$ cat src/rtl/mem_lsu_pkg.sv
// ============================================================================
// Module      : lsu_pkg
// Description : Shared types and constants for the memory-stage load/store unit.
// Revision    : 1.0 - initial release
// ============================================================================
`default_nettype none

package lsu_pkg;

  typedef enum logic [1:0] {
    S_IDLE = 2'd0,
    S_REQ  = 2'd1,
    S_DONE = 2'd2
  } lsu_state_t;

  localparam logic [2:0] F3_LB  = 3'b000;
  localparam logic [2:0] F3_LH  = 3'b001;
  localparam logic [2:0] F3_LW  = 3'b010;
  localparam logic [2:0] F3_LBU = 3'b100;
  localparam logic [2:0] F3_LHU = 3'b101;

  localparam logic [3:0] SZ_B = 4'b0001;
  localparam logic [3:0] SZ_H = 4'b0011;
  localparam logic [3:0] SZ_W = 4'b1111;

  // Replicate the store operand across every lane it could land in.
  function automatic logic [31:0] store_lanes(input logic [3:0] mask, input logic [31:0] d);
    if (mask == SZ_B)      store_lanes = {4{d[7:0]}};
    else if (mask == SZ_H) store_lanes = {2{d[15:0]}};
    else                   store_lanes = d;
  endfunction

endpackage

`default_nettype wire

$ cat src/rtl/mem_lsu_if.sv
// ============================================================================
// Module      : mem_lsu_if
// Description : Request/ready data-memory port between the LSU and memory.
// Revision    : 1.0 - initial release
// ============================================================================
`default_nettype none

interface mem_lsu_if;
  logic        dm_req;
  logic [3:0]  dm_we;
  logic [31:0] dm_addr;
  logic [31:0] dm_wdata;
  logic        dm_ready;
  logic [31:0] dm_rdata;

  modport master (
    output dm_req, dm_we, dm_addr, dm_wdata,
    input  dm_ready, dm_rdata
  );

  modport slave (
    input  dm_req, dm_we, dm_addr, dm_wdata,
    output dm_ready, dm_rdata
  );
endinterface

`default_nettype wire

$ cat src/rtl/mem_lsu_load_align.sv
// ============================================================================
// Module      : lsu_load_align
// Description : Shifts the read word to the addressed lane and extends by func3.
// Revision    : 1.0 - initial release
// ============================================================================
`default_nettype none

module lsu_load_align
  import lsu_pkg::*;
(
  input  logic [31:0] i_rdata,
  input  logic [1:0]  i_off,
  input  logic [2:0]  i_func3,
  output logic [31:0] o_result
);

  logic [31:0] w_shift;

  assign w_shift = i_rdata >> {i_off, 3'b000};

  always_comb begin
    case (i_func3)
      F3_LB:   o_result = {{24{w_shift[7]}}, w_shift[7:0]};
      F3_LH:   o_result = {{16{w_shift[15]}}, w_shift[15:0]};
      F3_LBU:  o_result = {24'd0, w_shift[7:0]};
      F3_LHU:  o_result = {16'd0, w_shift[15:0]};
      default: o_result = w_shift;
    endcase
  end

endmodule

`default_nettype wire

$ cat src/rtl/mem_lsu.sv
// ============================================================================
// Module      : mem_lsu
// Description : Memory-stage load/store unit with stall, misalign and timeout.
// Revision    : 1.0 - initial release
// ============================================================================
`default_nettype none

module mem_lsu
  import lsu_pkg::*;
#(
  parameter int MAX_WAIT = 255
) (
  input  logic        clk,
  input  logic        rst,
  input  logic [31:0] alu_out_reg,
  input  logic [31:0] rs2_data_reg,
  input  logic [3:0]  dm_w_en_reg,
  input  logic [2:0]  func3_reg,
  input  logic        wb_sel_reg,
  input  logic        wb_en_reg,
  mem_lsu_if.master   dm,
  output logic [31:0] ld_data,
  output logic        ld_valid,
  output logic        mem_stall,
  output logic        misalign_exc,
  output logic [31:0] misalign_addr,
  output logic        bus_err
);

  localparam logic [7:0] c_last = 8'(MAX_WAIT - 1);

  lsu_state_t  r_state, w_next;
  logic [7:0]  r_cnt;
  logic [1:0]  r_off;
  logic        r_load;
  logic        r_dm_req;
  logic [3:0]  r_dm_we;
  logic [31:0] r_dm_addr, r_dm_wdata, r_ld_data;
  logic        r_ld_valid, r_bus_err;

  logic        w_store, w_load, w_access, w_half, w_word, w_misalign;
  logic        w_start, w_hit, w_timeout;
  logic [31:0] w_ext;

  assign w_store  = (dm_w_en_reg != 4'd0);
  assign w_load   = wb_sel_reg & wb_en_reg & ~w_store;
  assign w_access = w_store | w_load;

  // Stores size by mask, loads by func3; illegal func3 values count as word.
  assign w_half = w_store ? (dm_w_en_reg == SZ_H)
                          : (func3_reg == F3_LH || func3_reg == F3_LHU);
  assign w_word = w_store ? (dm_w_en_reg == SZ_W)
                          : !(func3_reg inside {F3_LB, F3_LH, F3_LBU, F3_LHU});
  assign w_misalign = (w_half & alu_out_reg[0]) | (w_word & (|alu_out_reg[1:0]));

  lsu_load_align u_load_align (
    .i_rdata  (dm.dm_rdata),
    .i_off    (r_off),
    .i_func3  (func3_reg),
    .o_result (w_ext)
  );

  always_ff @(negedge clk or negedge rst) begin
    if (!rst) r_state <= S_IDLE;
    else      r_state <= w_next;
  end

  always_comb begin
    w_next        = r_state;
    mem_stall     = 1'b0;
    misalign_exc  = 1'b0;
    misalign_addr = 32'd0;
    w_start       = 1'b0;
    w_hit         = 1'b0;
    w_timeout     = 1'b0;
    case (r_state)
      S_IDLE: begin
        if (w_access && w_misalign) begin
          misalign_exc  = 1'b1;
          misalign_addr = alu_out_reg;
        end else if (w_access) begin
          mem_stall = 1'b1;
          w_start   = 1'b1;
          w_next    = S_REQ;
        end
      end
      S_REQ: begin
        mem_stall = 1'b1;
        if (dm.dm_ready) begin
          w_hit  = 1'b1;
          w_next = S_DONE;
        end else if (r_cnt == c_last) begin
          w_timeout = 1'b1;
          w_next    = S_DONE;
        end
      end
      S_DONE:  w_next = S_IDLE;
      default: w_next = S_IDLE;
    endcase
  end

  always_ff @(negedge clk or negedge rst) begin
    if (!rst) begin
      r_cnt      <= 8'd0;
      r_off      <= 2'd0;
      r_load     <= 1'b0;
      r_dm_req   <= 1'b0;
      r_dm_we    <= 4'd0;
      r_dm_addr  <= 32'd0;
      r_dm_wdata <= 32'd0;
      r_ld_data  <= 32'd0;
      r_ld_valid <= 1'b0;
      r_bus_err  <= 1'b0;
    end else begin
      r_ld_valid <= 1'b0;
      r_bus_err  <= 1'b0;
      if (w_start) begin
        r_dm_addr  <= {alu_out_reg[31:2], 2'b00};
        r_dm_we    <= dm_w_en_reg << alu_out_reg[1:0];
        r_dm_wdata <= store_lanes(dm_w_en_reg, rs2_data_reg);
        r_off      <= alu_out_reg[1:0];
        r_load     <= w_load;
        r_cnt      <= 8'd0;
        r_dm_req   <= 1'b1;
      end
      if (r_state == S_REQ && !w_hit && !w_timeout) r_cnt <= r_cnt + 8'd1;
      if (w_hit) begin
        r_dm_req   <= 1'b0;
        r_ld_valid <= r_load;
        if (r_load) r_ld_data <= w_ext;
      end
      if (w_timeout) begin
        r_dm_req   <= 1'b0;
        r_ld_valid <= r_load;
        r_ld_data  <= 32'd0;
        r_bus_err  <= 1'b1;
      end
    end
  end

  assign dm.dm_req   = r_dm_req;
  assign dm.dm_we    = r_dm_we;
  assign dm.dm_addr  = r_dm_addr;
  assign dm.dm_wdata = r_dm_wdata;
  assign ld_data     = r_ld_data;
  assign ld_valid    = r_ld_valid;
  assign bus_err     = r_bus_err;

endmodule

`default_nettype wire

$ cat src/flat_wrapper.sv
// flat-port wrapper written by rule: the top's interface ports become plain ports
module mem_lsu_flat import lsu_pkg::*;
#(
  parameter int MAX_WAIT = 255
)
  (clk, rst, alu_out_reg, rs2_data_reg, dm_w_en_reg, func3_reg, wb_sel_reg, wb_en_reg, ld_data, ld_valid, mem_stall, misalign_exc, misalign_addr, bus_err, dm_dm_req, dm_dm_we, dm_dm_addr, dm_dm_wdata, dm_dm_ready, dm_dm_rdata);
  mem_lsu_if dm_i ();
  input  logic clk;
  input  logic rst;
  input  logic [31:0] alu_out_reg;
  input  logic [31:0] rs2_data_reg;
  input  logic [3:0] dm_w_en_reg;
  input  logic [2:0] func3_reg;
  input  logic wb_sel_reg;
  input  logic wb_en_reg;
  output logic [31:0] ld_data;
  output logic ld_valid;
  output logic mem_stall;
  output logic misalign_exc;
  output logic [31:0] misalign_addr;
  output logic bus_err;
  output wire logic [$bits(dm_i.dm_req)-1:0] dm_dm_req;
  output wire logic [$bits(dm_i.dm_we)-1:0] dm_dm_we;
  output wire logic [$bits(dm_i.dm_addr)-1:0] dm_dm_addr;
  output wire logic [$bits(dm_i.dm_wdata)-1:0] dm_dm_wdata;
  input wire logic [$bits(dm_i.dm_ready)-1:0] dm_dm_ready;
  input wire logic [$bits(dm_i.dm_rdata)-1:0] dm_dm_rdata;
  assign dm_dm_req = dm_i.dm_req;
  assign dm_dm_we = dm_i.dm_we;
  assign dm_dm_addr = dm_i.dm_addr;
  assign dm_dm_wdata = dm_i.dm_wdata;
  assign dm_i.dm_ready = dm_dm_ready;
  assign dm_i.dm_rdata = dm_dm_rdata;
  mem_lsu #(.MAX_WAIT(MAX_WAIT)) u_core (.clk(clk), .rst(rst), .alu_out_reg(alu_out_reg), .rs2_data_reg(rs2_data_reg), .dm_w_en_reg(dm_w_en_reg), .func3_reg(func3_reg), .wb_sel_reg(wb_sel_reg), .wb_en_reg(wb_en_reg), .dm(dm_i), .ld_data(ld_data), .ld_valid(ld_valid), .mem_stall(mem_stall), .misalign_exc(misalign_exc), .misalign_addr(misalign_addr), .bus_err(bus_err));
endmodule
$ cat config.mk
export PLATFORM = sky130hd
export DESIGN_NAME = mem_lsu_flat
export DESIGN_NICKNAME = d
export VERILOG_FILES = /design/src/rtl/mem_lsu_pkg.sv /design/src/rtl/mem_lsu_if.sv /design/src/rtl/mem_lsu_load_align.sv /design/src/rtl/mem_lsu.sv /design/src/flat_wrapper.sv
export SDC_FILE = /design/constraint.sdc
export NUM_CORES = 1
export LEC_CHECK = 0
export ABC_CLOCK_PERIOD_IN_PS = 3500
export CAP_MARGIN = 40
export CORE_MARGIN = 3
export CORE_UTILIZATION = 48
export CTS_CLUSTER_DIAMETER = 150
export CTS_CLUSTER_SIZE = 28
export DETAILED_ROUTE_END_ITERATION = 8
export GPL_TIMING_DRIVEN = 0
export PLACE_DENSITY = 0.86
export SYNTH_ARGS = -nofsm -noshare
export SYNTH_HDL_FRONTEND = slang
export SYNTH_HIERARCHICAL = 1
export SYNTH_SLANG_ARGS = --single-unit
export TNS_END_PERCENT = 1
$ cat constraint.sdc
create_clock -name clk -period 3.5 [get_ports clk]
set_input_delay 0.35 -clock clk [delete_from_list [all_inputs] [get_ports clk]]
set_output_delay 0.35 -clock clk [all_outputs]
set_load 0.005 [all_outputs]
==> impl_metrics.ini <==
[run_status]
outcome = complete, but fails checks
violations = setup timing

[power_and_ir_drop]
switching_share_pct = 32.0
combPwrFrac_pct = 48.2
p_switching_mw = 2.58
static-leakage-power_nw = 4.46
cellInternalPower_mw = 5.48
power-per-cell-area_nw_per_um2 = 821
p_total_mw = 8.06
ir_drop_uv = 456
seq_power_share_pct = 29.3
clock_power_share_pct = 22.6

[logic_synthesis]
synthAdderAreaFrac_pct = 0.402
synth_top_family_by_area = multiplexers
syn_area_um2 = 6220
synth-xor-area-share_pct = 0.281
synth.distinct_cells = 53
syn_inst = 570
synth-seq-area-share_pct = 45.8
synth_edf_count = 0
synthFlopType = dfrtn_1
synth.area.mux_share_pct = 22.7
synth_compound_area_share_pct = 12.6
ys_ff_latch = 114
yosys.area_share.simple_pct = 13.3
avgSynthCellArea_um2 = 10.9
ys_warn_count = 6
async_flop_share_pct = 100

[clock_network]
cts.path.max_buffers = 2
clock-sinks = 114
clk_latency_ns = 0.39
cts-root-buf = clkbuf_16
clk_pin_slew_ns = 0.04
cts_inserted_buffers = 17
tritoncts = built
cts.htree.levels = 4

[cells_and_area]
stdcell_area_um2 = 9820
final_nets = 964
final_cells = 1036
area_delta_synth_final_pct = 57.8
utilization_pct = 79.4
final_cell_mix = clkdlybuf4s50_1, dfrtn_1, mux2_4
layout_commonest_cell = clkdlybuf4s50_1
drive_above_1_share_pct = 25.7

[floorplan]
row_count = 40
io_pins = 245
initial_core_util_pct = 50.3
die-width_um = 120
die-area_um2 = 14400
dieHeight_um = 120
core_um2 = 12400

[detailed_routing]
vias_per_cell = 5.50
finalWirelength_um = 21200
antenna_left = 0
drt-wirelength-per-cell_um = 20.4
first_iter_violations = 569
drc = 0
num_vias = 5698
firstDrtPassIters = 5

[placed_design]
placed_area_um2 = 8930
port_buffers = 239
placed_cells = 980
globalplace.congestion = 0.979
post-dp-hpwl_um = 14800

[min_path]
hold_depth = 1
hp-class = flop to flop
worstHoldStart = u_core/ld_data[5]
worst_hold_path.endpoint = u_core/ld_data[5]

[critical_path]
cp.required_ns = 3.15
rrSetupSlack_ns = 1.42
cp.arrival_ns = 3.51
endpoint_kind = output pin
reg2reg_depth = 7
start_kind = flop
worstSetupPathType = flop to output pin
r2r-start = u_core/r_cnt[0]
cp_max_fo = 8
worstReg2RegEnd = u_core/ld_data[6]

[global_route]
grt_pass1_vias = 6090
grt_max_degree = 62
grt_pass1_wl_um = 32900
grt-ovfl-total = 0
grt_usage_pct = 29.2
antenna_found_initial = 1

[sta]
setup_slack_ns = -0.356
setup_viol = 112
finalHoldViolCount = 0
finalClockSkew_ns = 0.00839
slew_violations = 0
worstMarginPinSlew_ns = 0.703
rsz0062_at_grt = yes
hold_ws_ns = 0.457
slew_headroom_pct = 53.1

[flow_run]
max_cap_violations = 0
[state kept, by name, summed over array words and instances (netlist names)]
name	cells
u_core/dm.dm_we	4
u_core/r_state	2
u_core/ld_data	32
u_core/dm.dm_wdata	32
u_core/dm.dm_req	1
u_core/ld_valid	1
u_core/r_off	2
u_core/r_load	1
u_core/bus_err	1
u_core/r_cnt	8
u_core/dm.dm_addr	30
[worst max-delay path: stages, from the launching register on]
cell and delay [ns]:
dfrtn_1 0.37, nor2_4 0.15, o221a_4 0.32, buf_8 0.14, buf_6 0.09, buf_6 0.09
and2_4 0.12, buf_6 0.08
[cells by family after synthesis]
group	after synthesis
AO/OA/AOI/OAI	123
XOR/XNOR	2
adder cells (fa/ha/maj)	2
buffers and inverters	54
flip-flops	114
multiplexers	114
other	1
AND/OR/NAND/NOR	160
[per-stage QoR]
| step | setup slack (ns) | setup TNS (ns) |
|---|---|---|
| after floorplan | -0.247 | -16.93 |
| after global placement | -3.76 | -526.64 |
| after detailed placement | -1.19 | -99.70 |
| after CTS | -0.390 | -26.79 |
| after global routing | -0.407 | -27.33 |
| final | -0.356 | -21.25 |
[power by group through the flow]
| stage | combinational [mW] | clock [mW] | sequential (mW) |
|---|---|---|---|
| after detailed placement | 3.71 | 0 | 2.33 |
| after floorplan | 1.90 | 0 | 2.33 |
| after global placement | 3.65 | 0 | 2.32 |
| final | 3.88 | 1.82 | 2.36 |
| after CTS | 3.81 | 1.84 | 2.35 |
| after global routing | 4.11 | 1.91 | 2.43 |
[worst max-delay path by stage]
stage	startpoint	end	cells after the start
2_1_floorplan	dm_w_en_reg[1]	u_core/dm.dm_addr[10]	6
3_3_place_gp	rst	u_core/dm.dm_wdata[0]	1
3_5_place_dp	dm_w_en_reg[0]	u_core/dm.dm_wdata[12]	6
4_1_cts	u_core/r_state[1]	misalign_addr[20]	7
5_1_grt	u_core/r_state[0]	misalign_addr[20]	7
6_report	u_core/r_state[0]	misalign_addr[20]	7
[cell type report]
cell class | count | area, um2
Buffer | 42 | 299
Clock inverter | 14 | 189
Multi-Input combinational cell | 403 | 3230
Clock buffer | 18 | 429
Antenna cell | 1 | 2.50
Fill cell | 754 | 2540
Tap cell | 168 | 210
Sequential cell | 114 | 2850
Inverter | 12 | 45.0
Timing Repair Buffer | 264 | 2560
[layer usage]
layer,wire [um],vias to the layer above,GRT usage [%],part of all wire [%]
li1,-,2593,-,-
met1,8230,2748,34.9,39
met2,10600,314,48.9,50
met3,1900,43,9.94,9.0
met4,496,0,10.7,2.3
met5,0,-,0,0
[synth_stat cells, types with 4 or more instances]
library cell  instances  area (um2)
nand2_1              40         150
mux2_4               48         721
mux2i_1              39         390
dfrtn_1             114        2850
a22o_1                9        78.8
a21oi_1              33         165
nand3_1              26         130
clkbuf_1             20        75.1
inv_1                12        45.0
nor2_1               27         101
mux2_2               16         180
o21ai_0              41         205
a211oi_1             15         113
o22ai_1               5        31.3
buf_6                 9         101
nor2b_1              11        68.8
mux2_1               11         124
and2_1               35         219
nand2b_1              5        31.3
buf_4                 5        37.5
buf_2                 4        20.0
[what timing repair did]
action                                 4_1_cts  5_1_grt
pin swaps                                   16        2
cloned                                       3        0
endpoints found under the hold margin        0        0
setup buffers                               17        3
setup endpoints to repair                  141      146
hold buffers                                 0        0
resized for setup                          188       26
Note: power is estimated with default switching activity, not from simulation.
